===== src/rtl/control_unit_types_pkg.sv =====
// Shared types for the multicycle control path: request-unit states and the word width.
package control_unit_types_pkg;

   localparam int WORD_W = 32;

   typedef enum logic [1:0] {
      FETCH  = 2'd0,
      DECODE = 2'd1,
      DATA   = 2'd2,
      HALTED = 2'd3
   } ru_state_t;

   // States in which the unit is blocked on a memory hit and the watchdog runs.
   function automatic logic is_wait_state(input ru_state_t s);
      return (s == FETCH) || (s == DATA);
   endfunction

endpackage


===== src/rtl/request_unit_if.sv =====
// Memory/decoder handshake bundle of the request unit.
// The ru side drives enables and status, mem returns hits and data, cu decodes instr_q.
interface request_unit_if #(
   parameter int CNT_W = 32
);
   import control_unit_types_pkg::*;

   logic              ihit;
   logic [WORD_W-1:0] instr;
   logic              dhit;
   logic              dRENi;
   logic              dWENi;
   logic              halt_i;
   logic              imemREN;
   logic              dmemREN;
   logic              dmemWEN;
   logic [WORD_W-1:0] instr_q;
   logic              pcEN;
   logic              halt;
   logic              timeout;
   logic [CNT_W-1:0]  retired;

   modport ru (
      input  ihit, instr, dhit, dRENi, dWENi, halt_i,
      output imemREN, dmemREN, dmemWEN, instr_q, pcEN, halt, timeout, retired
   );

   modport mem (
      output ihit, instr, dhit,
      input  imemREN, dmemREN, dmemWEN
   );

   modport cu (
      input  instr_q, pcEN, halt, timeout, retired,
      output dRENi, dWENi, halt_i
   );

endinterface


===== src/rtl/wait_counter.sv =====
// Clearable up-counter with terminal count at MAX_WAIT; clr has priority over inc.
// Holds at MAX_WAIT rather than wrapping so tc stays asserted until cleared.
module wait_counter #(
   parameter int MAX_WAIT = 255
) (
   input  logic clk,
   input  logic clr,
   input  logic inc,
   output logic tc
);
   localparam int W = (MAX_WAIT < 1) ? 1 : $clog2(MAX_WAIT + 1);

   logic [W-1:0] cnt;

   assign tc = (cnt == W'(MAX_WAIT));

   always_ff @(posedge clk) begin
      if (clr) begin
         cnt <= '0;
      end else if (inc && !tc) begin
         cnt <= cnt + W'(1);
      end
   end

endmodule


===== src/rtl/request_unit.sv =====
// Fetch/decode/data handshake sequencer: 2 cycles per ALU op, 3+ per load/store.
// Stalls in FETCH/DATA until the memory hit; a watchdog halts the unit after MAX_WAIT idle cycles.
module request_unit
   import control_unit_types_pkg::*;
#(
   parameter int MAX_WAIT = 255,
   parameter int CNT_W    = 32
) (
   input  logic        CLK,
   input  logic        RST,
   request_unit_if.ru  bus
);

   ru_state_t         state, state_n;
   logic [WORD_W-1:0] instr_q_r;
   logic [CNT_W-1:0]  retired_r;
   logic              halt_r;
   logic              timeout_r;

   logic imem_ren, dmem_ren, dmem_wen, pc_en, trip;
   logic hit, wd_clr, wd_inc, wd_tc;

   assign hit = ((state == FETCH) && bus.ihit) || ((state == DATA) && bus.dhit);

   always_comb begin
      state_n  = state;
      imem_ren = 1'b0;
      dmem_ren = 1'b0;
      dmem_wen = 1'b0;
      pc_en    = 1'b0;
      trip     = 1'b0;
      case (state)
         FETCH: begin
            imem_ren = 1'b1;
            if (bus.ihit) begin
               state_n = DECODE;
            end else if (wd_tc) begin
               trip    = 1'b1;
               state_n = HALTED;
            end
         end
         DECODE: begin
            if (bus.halt_i) begin
               state_n = HALTED;
            end else if (bus.dRENi || bus.dWENi) begin
               state_n = DATA;
            end else begin
               pc_en   = 1'b1;
               state_n = FETCH;
            end
         end
         DATA: begin
            // A store takes precedence if the decoder raises both requests.
            dmem_wen = bus.dWENi;
            dmem_ren = bus.dRENi && !bus.dWENi;
            if (bus.dhit) begin
               pc_en   = 1'b1;
               state_n = FETCH;
            end else if (wd_tc) begin
               trip    = 1'b1;
               state_n = HALTED;
            end
         end
         HALTED: begin
            state_n = HALTED;
         end
         default: begin
            state_n = FETCH;
         end
      endcase
      // Reset aborts the access in flight and presents the idle FETCH outputs.
      if (RST) begin
         state_n  = FETCH;
         imem_ren = 1'b1;
         dmem_ren = 1'b0;
         dmem_wen = 1'b0;
         pc_en    = 1'b0;
         trip     = 1'b0;
      end
   end

   assign wd_clr = RST || (state_n != state);
   assign wd_inc = is_wait_state(state) && !hit;

   wait_counter #(
      .MAX_WAIT (MAX_WAIT)
   ) u_wait_counter (
      .clk (CLK),
      .clr (wd_clr),
      .inc (wd_inc),
      .tc  (wd_tc)
   );

   always_ff @(posedge CLK) begin
      if (RST) begin
         state     <= FETCH;
         instr_q_r <= '0;
         retired_r <= '0;
         halt_r    <= 1'b0;
         timeout_r <= 1'b0;
      end else begin
         state <= state_n;
         if ((state == FETCH) && bus.ihit) begin
            instr_q_r <= bus.instr;
         end
         if (pc_en) begin
            retired_r <= retired_r + CNT_W'(1);
         end
         if (state_n == HALTED) begin
            halt_r <= 1'b1;
         end
         if (trip) begin
            timeout_r <= 1'b1;
         end
      end
   end

   assign bus.imemREN = imem_ren;
   assign bus.dmemREN = dmem_ren;
   assign bus.dmemWEN = dmem_wen;
   assign bus.pcEN    = pc_en;
   assign bus.instr_q = instr_q_r;
   assign bus.retired = retired_r;
   assign bus.halt    = halt_r;
   assign bus.timeout = timeout_r;

endmodule


===== src/flat_wrapper.sv =====
// flat-port wrapper written by rule: the top's interface ports become plain ports
module request_unit_flat import control_unit_types_pkg::*;
#(
   parameter int MAX_WAIT = 255,
   parameter int CNT_W    = 32
)
  (CLK, RST, bus_ihit, bus_instr, bus_dhit, bus_dRENi, bus_dWENi, bus_halt_i, bus_imemREN, bus_dmemREN, bus_dmemWEN, bus_instr_q, bus_pcEN, bus_halt, bus_timeout, bus_retired);
  request_unit_if #(.CNT_W(CNT_W)) bus_i ();
  input  logic CLK;
  input  logic RST;
  input wire logic [$bits(bus_i.ihit)-1:0] bus_ihit;
  input wire logic [$bits(bus_i.instr)-1:0] bus_instr;
  input wire logic [$bits(bus_i.dhit)-1:0] bus_dhit;
  input wire logic [$bits(bus_i.dRENi)-1:0] bus_dRENi;
  input wire logic [$bits(bus_i.dWENi)-1:0] bus_dWENi;
  input wire logic [$bits(bus_i.halt_i)-1:0] bus_halt_i;
  output wire logic [$bits(bus_i.imemREN)-1:0] bus_imemREN;
  output wire logic [$bits(bus_i.dmemREN)-1:0] bus_dmemREN;
  output wire logic [$bits(bus_i.dmemWEN)-1:0] bus_dmemWEN;
  output wire logic [$bits(bus_i.instr_q)-1:0] bus_instr_q;
  output wire logic [$bits(bus_i.pcEN)-1:0] bus_pcEN;
  output wire logic [$bits(bus_i.halt)-1:0] bus_halt;
  output wire logic [$bits(bus_i.timeout)-1:0] bus_timeout;
  output wire logic [$bits(bus_i.retired)-1:0] bus_retired;
  assign bus_i.ihit = bus_ihit;
  assign bus_i.instr = bus_instr;
  assign bus_i.dhit = bus_dhit;
  assign bus_i.dRENi = bus_dRENi;
  assign bus_i.dWENi = bus_dWENi;
  assign bus_i.halt_i = bus_halt_i;
  assign bus_imemREN = bus_i.imemREN;
  assign bus_dmemREN = bus_i.dmemREN;
  assign bus_dmemWEN = bus_i.dmemWEN;
  assign bus_instr_q = bus_i.instr_q;
  assign bus_pcEN = bus_i.pcEN;
  assign bus_halt = bus_i.halt;
  assign bus_timeout = bus_i.timeout;
  assign bus_retired = bus_i.retired;
  request_unit #(.MAX_WAIT(MAX_WAIT), .CNT_W(CNT_W)) u_core (.CLK(CLK), .RST(RST), .bus(bus_i));
endmodule

===== config.mk =====
export PLATFORM = sky130hd
export DESIGN_NAME = request_unit_flat
export DESIGN_NICKNAME = d
export VERILOG_FILES = /design/src/rtl/control_unit_types_pkg.sv /design/src/rtl/request_unit_if.sv /design/src/rtl/wait_counter.sv /design/src/rtl/request_unit.sv /design/src/flat_wrapper.sv
export SDC_FILE = /design/constraint.sdc
export NUM_CORES = 1
export LEC_CHECK = 0
export ABC_AREA = 1
export CORE_MARGIN = 2
export CORE_UTILIZATION = 50
export DETAILED_ROUTE_END_ITERATION = 7
export PLACE_DENSITY = 0.84
export SYNTH_ARGS = -nofsm -noshare
export SYNTH_HDL_FRONTEND = slang
export SYNTH_SLANG_ARGS = --single-unit

===== constraint.sdc =====
create_clock -name CLK -period 4.1 [get_ports CLK]
set_input_delay 1.23 -clock CLK [delete_from_list [all_inputs] [get_ports CLK]]
set_output_delay 1.23 -clock CLK [all_outputs]
set_load 0.005 [all_outputs]

* Yosys cells after proc, flatten, opt, wreduce, memory -nomap -nowiden
Index checks and enable logic that the tools add are counted.
** Storage, ports and cells
- Bits in registers :: 76
- Bits of input ports :: 39
- Output and inout port bits :: 70
- Word-level logic and storage cells :: 50
** Cells by class
- $add $sub $neg :: 2
- Equal/unequal tests :: 6
- Mux-type cells :: 23
- Reductions and logical operators :: 13
** Operators by type and width (count)
- adder 32 x 1 -> 32 bit, second input constant :: 1
- two-way mux 1 bit :: 14
- two-way mux 2 bit :: 6
- adder 8 x 1 -> 8 bit, second input constant :: 1
- == test 8 bit, second input constant :: 1
- one-hot mux 2 bit (4 select lines) :: 1
- == test 2 bit, second input constant :: 3
- logical AND 1 bit :: 5
- logical OR 1 bit :: 4
- one-hot mux 1 bit (2 select lines) :: 2
- logical NOT 1 bit :: 3
- == test 2 x 1 -> 1 bit, second input constant :: 1
- logical NOT 2 bit :: 1
- != test 2 bit :: 1

* Depth between registers and ports, before layout
Gate-level depths: netlist of run 1.
- Depth after elaboration :: 7
- Depth in mapped cells :: 13

* By module
From an unflattened synthesis of run 1, not the netlist that was laid out.
** Second synthesis, totals
- Cell total of the unflattened synthesis :: 564
- Area, all modules :: 3888.7 um^2
** Modules (own cells, without submodules)
- request_unit :: instances 1, cells an instance 490, area each 3415.8 um^2, seq. area each 1361.3 um^2
- wait_counter :: instances 1, cells an instance 74, area each 473.0 um^2, seq. area each 160.2 um^2

* Worst setup path after synthesis of run 1
Ideal clock, no wire load.
- Kind :: input -> output
- Start point :: input RST
- End point :: output bus_dmemREN
- Data arrival time :: 1997 ps
- Setup slack :: 873 ps
- Cell stages on the path :: 6
- Cells stage by stage :: buf_2 -> inv_1 -> buf_2 -> buf_2 -> nand3_1 -> nor2_1
** On the way
- Longest elaborated chain between the ends :: 1
** RTL lines
- start, declared :: line flat_wrapper.sv:10 : input logic RST;
- two-way mux 1 bit :: line request_unit.sv:72 : if (RST) begin
- end, declared :: line flat_wrapper.sv:18 : output wire logic [$bits(bus_i.dmemREN)-1:0] bus_dmemREN;
Every way passes these cells.

* Worst setup path in the final report of run 1
- Start point :: input bus_dWENi
- End point :: output bus_pcEN
** On the way
- Longest elaborated chain between the ends :: 5
** RTL lines
- start, declared :: line flat_wrapper.sv:15 : input wire logic [$bits(bus_i.dWENi)-1:0] bus_dWENi;
- logical OR 1 bit :: line request_unit.sv:45 : end else if (bus.dRENi || bus.dWENi) begin
- two-way mux 1 bit :: line request_unit.sv:45
- two-way mux 1 bit :: line request_unit.sv:43 : if (bus.halt_i) begin
- one-hot mux 1 bit (2 select lines) :: line request_unit.sv:32 : case (state)
- two-way mux 1 bit :: line request_unit.sv:72
- end, declared :: line flat_wrapper.sv:21 : output wire logic [$bits(bus_i.pcEN)-1:0] bus_pcEN;
Every way passes these cells.

==> results of run 1 <==
==> stage by stage <==
| stage | area [um2] | hold slack, ns | util [%] |
|---|---|---|---|
| final | 5100 | 0.450 | 70.3 |
| after global routing | 5100 | 0.490 | 70.3 |
| after CTS | 5100 | 0.453 | 70.3 |
| after detailed placement | 4900 | 0.443 | 67.6 |
| after global placement | 4900 | 0.439 | 67.6 |
| after floorplan | 3730 | 0.447 | - |
==> final cells by class <==
class                           count  area (um2)  area share [%]
Clock buffer                        9         124            2.43
Timing Repair Buffer              113        1120            21.9
Inverter                           45         169            3.31
Clock inverter                      7        76.3            1.50
Tap cell                           99         124            2.43
Sequential cell                    76        1520            29.8
Multi-Input combinational cell    426        1970            38.6
==> power breakdown <==
group          internal (W)  switching [W]  total [W]  leakage, nW
Clock              0.000284       0.000298   0.000582       0.0958
Combinational      0.000320       0.000363   0.000683         1.19
Sequential         0.000841      0.0000609   0.000902        0.620
Total               0.00145       0.000721    0.00217         1.91
==> cell usage after synthesis <==
| cell type | instances |
|---|---|
| xor2_1 | 9 |
| nand4_1 | 3 |
| nand2_4 | 1 |
| nand3_1 | 19 |
| a21oi_1 | 22 |
| inv_1 | 42 |
| inv_2 | 3 |
| nor3_1 | 2 |
| xnor2_1 | 6 |
| nor2_8 | 1 |
| nor2_4 | 4 |
| nand3b_1 | 5 |
| nor2_2 | 8 |
| nor2_1 | 142 |
| o21a_1 | 1 |
| o21bai_1 | 1 |
| buf_6 | 1 |
| ha_1 | 6 |
| clkbuf_1 | 11 |
| nor3b_1 | 1 |
| nand3_2 | 1 |
| dfxtp_1 | 76 |
| nand2_1 | 143 |
| nand2_2 | 4 |
| o21ai_0 | 45 |
| buf_2 | 4 |
| nor4_1 | 2 |
==> final timing paths <==
check	endpoint	startpoint
worst min register to register	u_core.bus.timeout$_SDFFE_PP0P_	u_core.bus.timeout$_SDFFE_PP0P_
worst min-delay path	u_core.bus.timeout$_SDFFE_PP0P_	u_core.bus.timeout$_SDFFE_PP0P_
worst max-delay path	bus_pcEN	bus_dWENi
worst max register to register	u_core.bus.instr_q[13]$_SDFFE_PP0P_	u_core.state[1]$_SDFF_PP0_
==> routing by layer <==
layer / GRT usage [%] / part of all wire (%) / routed length [um]
met4: 10.0 / 2.1 / 204
met3: 8.26 / 9.3 / 888
met1: 26.9 / 40 / 3860
met5: 0 / 0 / 0
met2: 42.6 / 48 / 4600
==> worst reg2reg max path, cell delays in order (launching register included) <==
cell and delay [ns]:
dfxtp_1 0.35, inv_1 0.14, ha_1 0.21, nand2_1 0.09, inv_1 0.72, nor2_1 0.13
nor2_1 0.14
==> logic make-up after synthesis <==
kind of cell             count (synthesis)
AND/OR/NAND/NOR                        336
AO/OA/AOI/OAI                           69
adder cells (fa/ha/maj)                  6
flip-flops                              76
buffers and inverters                   61
XOR/XNOR                                15
==> sequential cells by signal, indices dropped and copies added, names as in the netlist <==
register	flops
u_core.bus.timeout	1
u_core.bus.retired	32
u_core.state	2
u_core.bus.instr_q	32
u_core.bus.halt	1
u_core.u_wait_counter.cnt	8
==> results.ini, run 1 <==
[logic_synthesis]
netlist_instances=563
synth_xor_area_share_pct=3.52
synthMuxAreaShare_pct=0
syn_nets=608
yosys.area_share.simple_pct=37.8
synth_cell_types=27
synth_top_area_share_pct=40.8
synth-seq-area-share_pct=40.8
synth.largest_area_cell=dfxtp_1
synth_fa_ha_area_share_pct=2.01
synth_top_family_by_area=simple AND/OR/NAND/NOR gates
synthTopCellsByArea=dfxtp_1 (41%), nand2_1 (14%), nor2_1 (14%)
syn_area_mm2=0.00373
yosysWarnings=0
synth_compound_area_share_pct=9.39
syn_avg_cell_area_um2=6.63
synth_seq_cells=76

[routing]
final_antenna_net_count=0
drc_errors=0
dr.first_iter.drc_count=171
routedWlPerCell_um=12.3
drt_wl_total_um=9560
dr.pass1.iters=4
vias_per_cell=4.95
vias=3833

[critical_path]
rrSetupSlack_ns=2.25
cp_num_cells=7
path_class=primary input to primary output
crit_family=buffers and inverters
end_kind=primary output
crit_top_cell=clkdlybuf4s50_1
crit_fanout=3
worstRegToRegCells=6
start_kind=primary input
critPathMaxStageDelay_ns=0.49
path_cells=clkdlybuf4s50_1 > nor2_2 > nand3_1 > nand2_1 > nand3_2 > inv_2 > clkdlybuf4s50_1
cp_slowest_cell=clkdlybuf4s50_1
worstPathRequired_ns=2.87
path_buf_inv=3
worstPathArrival_ns=2.69

[pwr]
p_total_w=0.00217
p_leak_nw=1.91
peakVddDrop_mv=0.320
powerDensity_mw_per_mm2=425

[layout]
final_common_cell=nand2_1
final_cell_mix=nand2_1 (143), nor2_1 (142), clkdlybuf4s50_1 (108)
nFillCells=613
finalNonFillerCells=775
drive_above_1_share_pct=6.36
antenna-diode-count=0
nets=716
area_delta_synth_final_pct=36.7

[timing]
setup-tns-final_ns=0
slew_headroom_pct=35.0
timing.final.crit_share_pct=95.7
finalSetupViolations=0
min_period_ns=3.92
rsz0062_at_grt=no
tightest_slew_ns=0.975
skew_ns=0.00663
hold_viol_final=0
maxSlewViolCount=0
fmax_mhz=255
fin_ws_ns=0.176

[flow_run]
drv_cap=0

[placed_design]
dp_hpwl_um=6960
io_buffer_count=108
gp_congestion=0.909
pre_cts_ws_ns=0.194
dpl.cell_count=759

[clock_tree]
holdBufCountCts=0
cts_tree=yes
clk_pin_slew_worst_paths_ns=0.08
cts.sinks=76
clk_path_buf_depth=2
h-tree-depth=3
cts_root_buf=clkbuf_8
numCtsBuffers=9
cts.repair.resized=0
clock_latency_ns=0.36
post_cts_buffers=0

[floorplan]
die-area_mm2=0.00817
fp.dieH_um=90.4
rows=31
core_area_mm2=0.00725
fp.dieW_um=90.4
start_util_pct=51.5
pin_count=109

[grt]
grt-ovfl-total=0
grt_max_degree=45
antenna_found_initial=0
grt_pass1_wl_um=16400
grtUsageTotal_pct=24.3
grt_pass1_vias=3729

[worst_hold_path]
min_path_cells=2
min_path_type=flop to flop

[status]
run_status=complete, no violations

No activity file was read; power rests on OpenSTA's default activity.
==> run 2, diff against run 1 <==
- SETUP_SLACK_MARGIN: default -> 0.1
==> run 2 against run 1 <==
Effect of this change:
- final area hardly changed
- hold slack gained 0.0011 ns
- register-to-register slack about the same
- non-clock buffer count did not move
- routed wire length about the same
- first-iteration DRC count is 1.2% lower
- cell count is the same
- maximum frequency increased by 1.2%
- clock-buffer cell count unchanged
- core utilization barely moved
- flip-flop and latch count stayed put
- sequential power is essentially flat
==> results.ini, run 2 (synthesized netlist as in run 1, its figures left out) <==
[clock_tree]
numCtsBuffers=9  ; unchanged
clk_pin_slew_worst_paths_ns=0.08  ; about the same
cts_root_buf=clkbuf_8
cts.sinks=76  ; unchanged
post_cts_buffers=0  ; unchanged
h-tree-depth=3  ; unchanged
holdBufCountCts=0  ; unchanged
clock_latency_ns=0.36  ; about the same
clk_path_buf_depth=2  ; unchanged
cts.repair.resized=0  ; unchanged
cts_tree=yes

[pwr]
peakVddDrop_mv=0.320  ; +0.18%
powerDensity_mw_per_mm2=424  ; about the same
netSwitchingPower_w=0.000722  ; about the same
p_leak_nw=1.91  ; +0.48%
combPwrFrac_pct=31.5  ; about the same
p_sw_share_pct=33.3  ; about the same
clockPowerShare_pct=26.9  ; about the same
power_frac_seq_pct=41.6  ; about the same
internal_power_w=0.00145  ; about the same

[layout]
drive_above_1_share_pct=6.36  ; unchanged
final_common_cell=nand2_1
area_delta_synth_final_pct=36.8  ; about the same
fin_area_mm2=0.00510  ; about the same
final_cell_mix=nand2_1 (143), nor2_1 (142), clkdlybuf4s50_1 (107)
nets=716  ; unchanged
antenna-diode-count=0  ; unchanged

[routing]
drc_errors=0  ; unchanged
drt_wl_total_um=9550  ; about the same
vias_per_cell=4.95  ; +0.10%
dr.first_iter.drc_count=169  ; -1.2%
final_antenna_net_count=0  ; unchanged
vias=3837  ; +0.10%
routedWlPerCell_um=12.3  ; about the same
dr.pass1.iters=4  ; unchanged

[timing]
min_period_ns=3.88  ; -0.0480 ns
hold_viol_final=0  ; unchanged
setup-tns-final_ns=0  ; unchanged
skew_ns=0.00674  ; +0.000112 ns
maxSlewViolCount=0  ; unchanged
fmax_mhz=258  ; +1.2%
slew_headroom_pct=34.4  ; -0.58 points
timing.final.crit_share_pct=94.5  ; -1.2 points
finalSetupViolations=0  ; unchanged
tightest_slew_ns=0.983  ; +0.00867 ns
rsz0062_at_grt=no

[critical_path]
path_buf_inv=4  ; +1
end_kind=primary output
worstPathArrival_ns=2.65  ; -0.04 ns
worstPathRequired_ns=2.87  ; about the same
crit_fanout=6  ; +3
path_class=primary input to primary output
path_cells=clkdlybuf4s50_1 > inv_1 > nand3_2 > inv_2 > clkdlybuf4s50_1
start_kind=primary input
crit_top_cell=clkdlybuf4s50_1
crit_family=buffers and inverters
cp_slowest_cell=clkdlybuf4s50_1
critPathMaxStageDelay_ns=0.49  ; about the same

[placed_design]
io_buffer_count=108  ; unchanged
gp_congestion=0.909  ; unchanged
dp_hpwl_um=6960  ; unchanged
postPlaceCellArea_mm2=0.00490  ; unchanged

[grt]
grt-ovfl-total=0  ; unchanged
grt_max_degree=45  ; unchanged
grtUsageTotal_pct=24.3  ; unchanged
antenna_found_initial=0  ; unchanged
grt_pass1_vias=3729  ; unchanged
grt_pass1_wl_um=16400  ; unchanged

[flow_run]
drv_cap=0  ; unchanged

[floorplan]
die-area_mm2=0.00817  ; unchanged
core_area_mm2=0.00725  ; unchanged
start_util_pct=51.5  ; unchanged
fp.dieW_um=90.4  ; unchanged
pin_count=109  ; unchanged
rows=31  ; unchanged
fp.dieH_um=90.4  ; unchanged

[status]
run_status=complete, no violations

[worst_hold_path]
min_path_type=flop to flop

## run 2: per-layer routing
metal  global-route usage [%]  vias up  wire [um]
li1                         -     1979          -
met1                     26.9     1701       3820
met2                     42.6      144       4650
met3                     8.26       13        877
met4                     10.0        0        204
met5                        0        -          0
## run 2: worst reg2reg max path: stages (launching register included)
cell and delay (ns):
dfxtp_1 0.35, inv_1 0.14, ha_1 0.21, nand2_1 0.09, inv_1 0.72, nor2_1 0.13, nor2_1 0.14
## run 2: path summary, 6_finish.rpt
check                                                      from                                   to  slack (ns)  cells after the start
worst min-delay path            u_core.bus.timeout$_SDFFE_PP0P_      u_core.bus.timeout$_SDFFE_PP0P_        0.45                      2
worst max-delay path                                        RST                             bus_pcEN        0.22                      5
worst max register to register       u_core.state[1]$_SDFF_PP0_  u_core.bus.instr_q[13]$_SDFFE_PP0P_        2.25                      6
worst min register to register  u_core.bus.timeout$_SDFFE_PP0P_      u_core.bus.timeout$_SDFFE_PP0P_        0.45                      2
## run 2: final cells by class
cell class / instances / area, um2
clock buffer: 9 / 124
clock inverter: 7 / 76.3
fill: 612 / 2150
inverter: 45 / 169
multi-input combinational: 426 / 1970
sequential: 76 / 1520
tap: 99 / 124
timing repair buffer: 113 / 1120
## run 2: power groups by stage
stage | logic (W) | clock network (W) | registers, W
floorplan | 0.000364 | 0 | 0.000921
global placement | 0.000673 | 0 | 0.000913
detailed placement | 0.000684 | 0 | 0.000917
CTS | 0.000689 | 0.000594 | 0.000901
global route | 0.000770 | 0.000632 | 0.000915
finish | 0.000683 | 0.000582 | 0.000902
## run 2: through the flow
| step | hold slack [ns] | utilization [%] | total power, W | cells | setup WS (ns) |
|---|---|---|---|---|---|
| detailed placement | 0.443 | 67.6 | 0.00160 | 759 | 0.194 |
| global placement | 0.439 | 67.6 | 0.00159 | 759 | 0.213 |
| global route | 0.490 | 70.4 | 0.00232 | 775 | 0.144 |
| floorplan | 0.447 | - | 0.00128 | 563 | 0.873 |
| finish | 0.451 | 70.4 | 0.00217 | 775 | 0.224 |
| CTS | 0.453 | 70.3 | 0.00218 | 775 | 0.188 |
==> run 3, diff against run 2 <==
- CORE_MARGIN: 2 -> default
- RECOVER_POWER: default -> 25
==> run 3 against run 2 <==
Effect of this change:
- sequential share of layout area about the same
- clock skew grew 0.0060 ns
- global-route usage is 1.3 points higher
- critical path depth grew 2
- cell count increased by 0.39%
- via count up 0.86%
- routed wire length is 0.24% higher
- clock-buffer cell count grew 1
- register-to-register slack lost 0.75 ns
- hold slack better by 0.010 ns
- critical path type unchanged
- critical endpoint unchanged
- largest cell class unchanged
==> results.ini, run 3 (synthesized netlist as in run 1, its figures left out) <==
[timing]
hold_viol_final=0  ; unchanged
skew_ns=0.0128  ; +0.00602 ns
finalSetupViolations=0  ; unchanged
min_period_ns=3.91  ; +0.0385 ns
timing.final.crit_share_pct=95.5  ; +0.94 points
slew_headroom_pct=11.5  ; -23 points
setup-tns-final_ns=0  ; unchanged
rsz0062_at_grt=no
tightest_slew_ns=1.33  ; +0.344 ns
fmax_mhz=255  ; -0.98%
maxSlewViolCount=0  ; unchanged

[critical_path]
worstPathArrival_ns=2.68  ; +0.03 ns
r2r-end=u_core.bus.instr_q[18]$_SDFFE_PP0P_
worstPathRequired_ns=2.87  ; about the same
crit_fanout=2  ; -4
rr_startpoint=u_core.state[0]$_SDFF_PP0_
worstRegToRegCells=8  ; +2
start_kind=primary input
cp-startpoint=bus_dRENi
end_kind=primary output
crit_end=bus_pcEN
rrSetupSlack_ns=1.50  ; -0.75 ns
path_class=primary input to primary output

[layout]
drive_above_1_share_pct=6.33  ; -0.028 points
final_cell_mix=nand2_1 (142), nor2_1 (142), clkdlybuf4s50_1 (106)
area_delta_synth_final_pct=36.9
fin_area_mm2=0.00511  ; +0.12%
antenna-diode-count=0  ; unchanged
nFillCells=642  ; +4.9%
nets=719  ; +0.42%

[clock_tree]
post_cts_buffers=0  ; unchanged
cts_root_buf=clkbuf_8
clk_pin_slew_worst_paths_ns=0.09  ; about the same
clock_latency_ns=0.35  ; about the same
numCtsBuffers=9  ; unchanged
cts.sinks=76  ; unchanged
cts_tree=yes
h-tree-depth=3  ; unchanged
clk_path_buf_depth=2  ; unchanged

[grt]
grt-ovfl-total=0  ; unchanged
antenna_found_initial=0  ; unchanged
grtUsageTotal_pct=25.6  ; +1.3 points
grt_pass1_vias=3477  ; -6.8%
grt_max_degree=34  ; -24%
grt_pass1_wl_um=15500  ; -5.1%

[routing]
drc_errors=0  ; unchanged
route.met2.wl_um=4550  ; -2.1%
met3WireLength_um=912  ; +4.0%
wl_met1_um=4030  ; +5.4%
dr.pass1.iters=5  ; +1
dr.first_iter.drc_count=230  ; +36%
drt_wl_total_um=9570  ; +0.24%
routedWlPerCell_um=12.3  ; -0.15%
vias=3870  ; +0.86%
top_layer_used=met4
final_antenna_net_count=0  ; unchanged
vias_per_cell=4.97  ; +0.47%

[floorplan]
start_util_pct=51.5  ; unchanged
fp.dieW_um=88.4  ; -2.2%
fp.dieH_um=88.4  ; -2.2%
rows=31  ; unchanged
pin_count=109  ; unchanged
core_area_mm2=0.00725  ; unchanged
die-area_mm2=0.00781  ; -4.4%

[pwr]
peakVddDrop_mv=0.340  ; +6.2%
powerDensity_mw_per_mm2=423  ; -0.41%
p_leak_nw=1.91  ; -0.15%

[placed_design]
io_buffer_count=108  ; unchanged
postPlaceCellArea_mm2=0.00492  ; +0.46%
gp_congestion=0.882  ; -2.9%
dp_hpwl_um=7090  ; +1.9%

[worst_hold_path]
min_path_type=flop to flop

[status]
run_status=complete, no violations

[flow_run]
drv_cap=0  ; unchanged

## run 3: metal layers
metal / global-route usage, % / up-vias
li1: - / 1983
met1: 30.9 / 1730
met2: 42.1 / 147
met3: 10.7 / 10
met4: 6.89 / 0
met5: 0 / -
## run 3: area by class of cell
type	count	area, um2	area share (%)
multi-input cells	426	1980	38.7
inverters	45	169	3.30
well taps	99	124	2.42
clock buffers	10	128	2.50
flip-flops and latches	76	1520	29.8
clock inverters	6	63.8	1.25
repair buffers	116	1130	22.1
## run 3: worst min-delay path by stage
stage / start / endpoint / slack (ns) / cells past startpoint
after global placement: u_core.bus.timeout$_SDFFE_PP0P_ / u_core.bus.timeout$_SDFFE_PP0P_ / 0.44 / 2
after CTS: u_core.bus.timeout$_SDFFE_PP0P_ / u_core.bus.timeout$_SDFFE_PP0P_ / 0.47 / 2
final: u_core.bus.timeout$_SDFFE_PP0P_ / u_core.bus.timeout$_SDFFE_PP0P_ / 0.46 / 2
after floorplan: u_core.bus.timeout$_SDFFE_PP0P_ / u_core.bus.timeout$_SDFFE_PP0P_ / 0.45 / 2
after global routing: u_core.bus.timeout$_SDFFE_PP0P_ / u_core.bus.timeout$_SDFFE_PP0P_ / 0.50 / 2
after detailed placement: u_core.bus.halt$_SDFFE_PP0N_ / u_core.bus.halt$_SDFFE_PP0N_ / 0.45 / 2
## run 3: power by group
| group | switching [W] | leakage [nW] | internal (W) |
|---|---|---|---|
| logic | 0.000367 | 1.20 | 0.000320 |
| registers | 0.0000601 | 0.620 | 0.000841 |
| clock network | 0.000292 | 0.0927 | 0.000281 |
| total | 0.000719 | 1.91 | 0.00144 |
## run 3: critical path: stages
cell and delay (ns):
clkdlybuf4s50_1 0.44, nor2_2 0.15, nand3_2 0.09, nand2_2 0.08
nand3_2 0.11, inv_2 0.08, clkdlybuf4s50_1 0.49
## run 3: repair_timing
action / in CTS / in global routing
hold buffers: 0 / 0
gates resized for setup: 0 / 3
endpoints found under the setup margin: 0 / 1
## run 3: stage by stage
stage | setup WS (ns) | std cells | utilization, % | hold WS, ns | total power [W]
2_1_floorplan | 0.873 | 563 | - | 0.447 | 0.00128
3_5_place_dp | 0.148 | 762 | 67.9 | 0.453 | 0.00161
4_1_cts | 0.145 | 778 | 70.5 | 0.467 | 0.00218
5_1_grt | 0.113 | 778 | 70.5 | 0.495 | 0.00231
6_report | 0.186 | 778 | 70.5 | 0.461 | 0.00216
3_3_place_gp | 0.182 | 762 | 67.9 | 0.441 | 0.00158
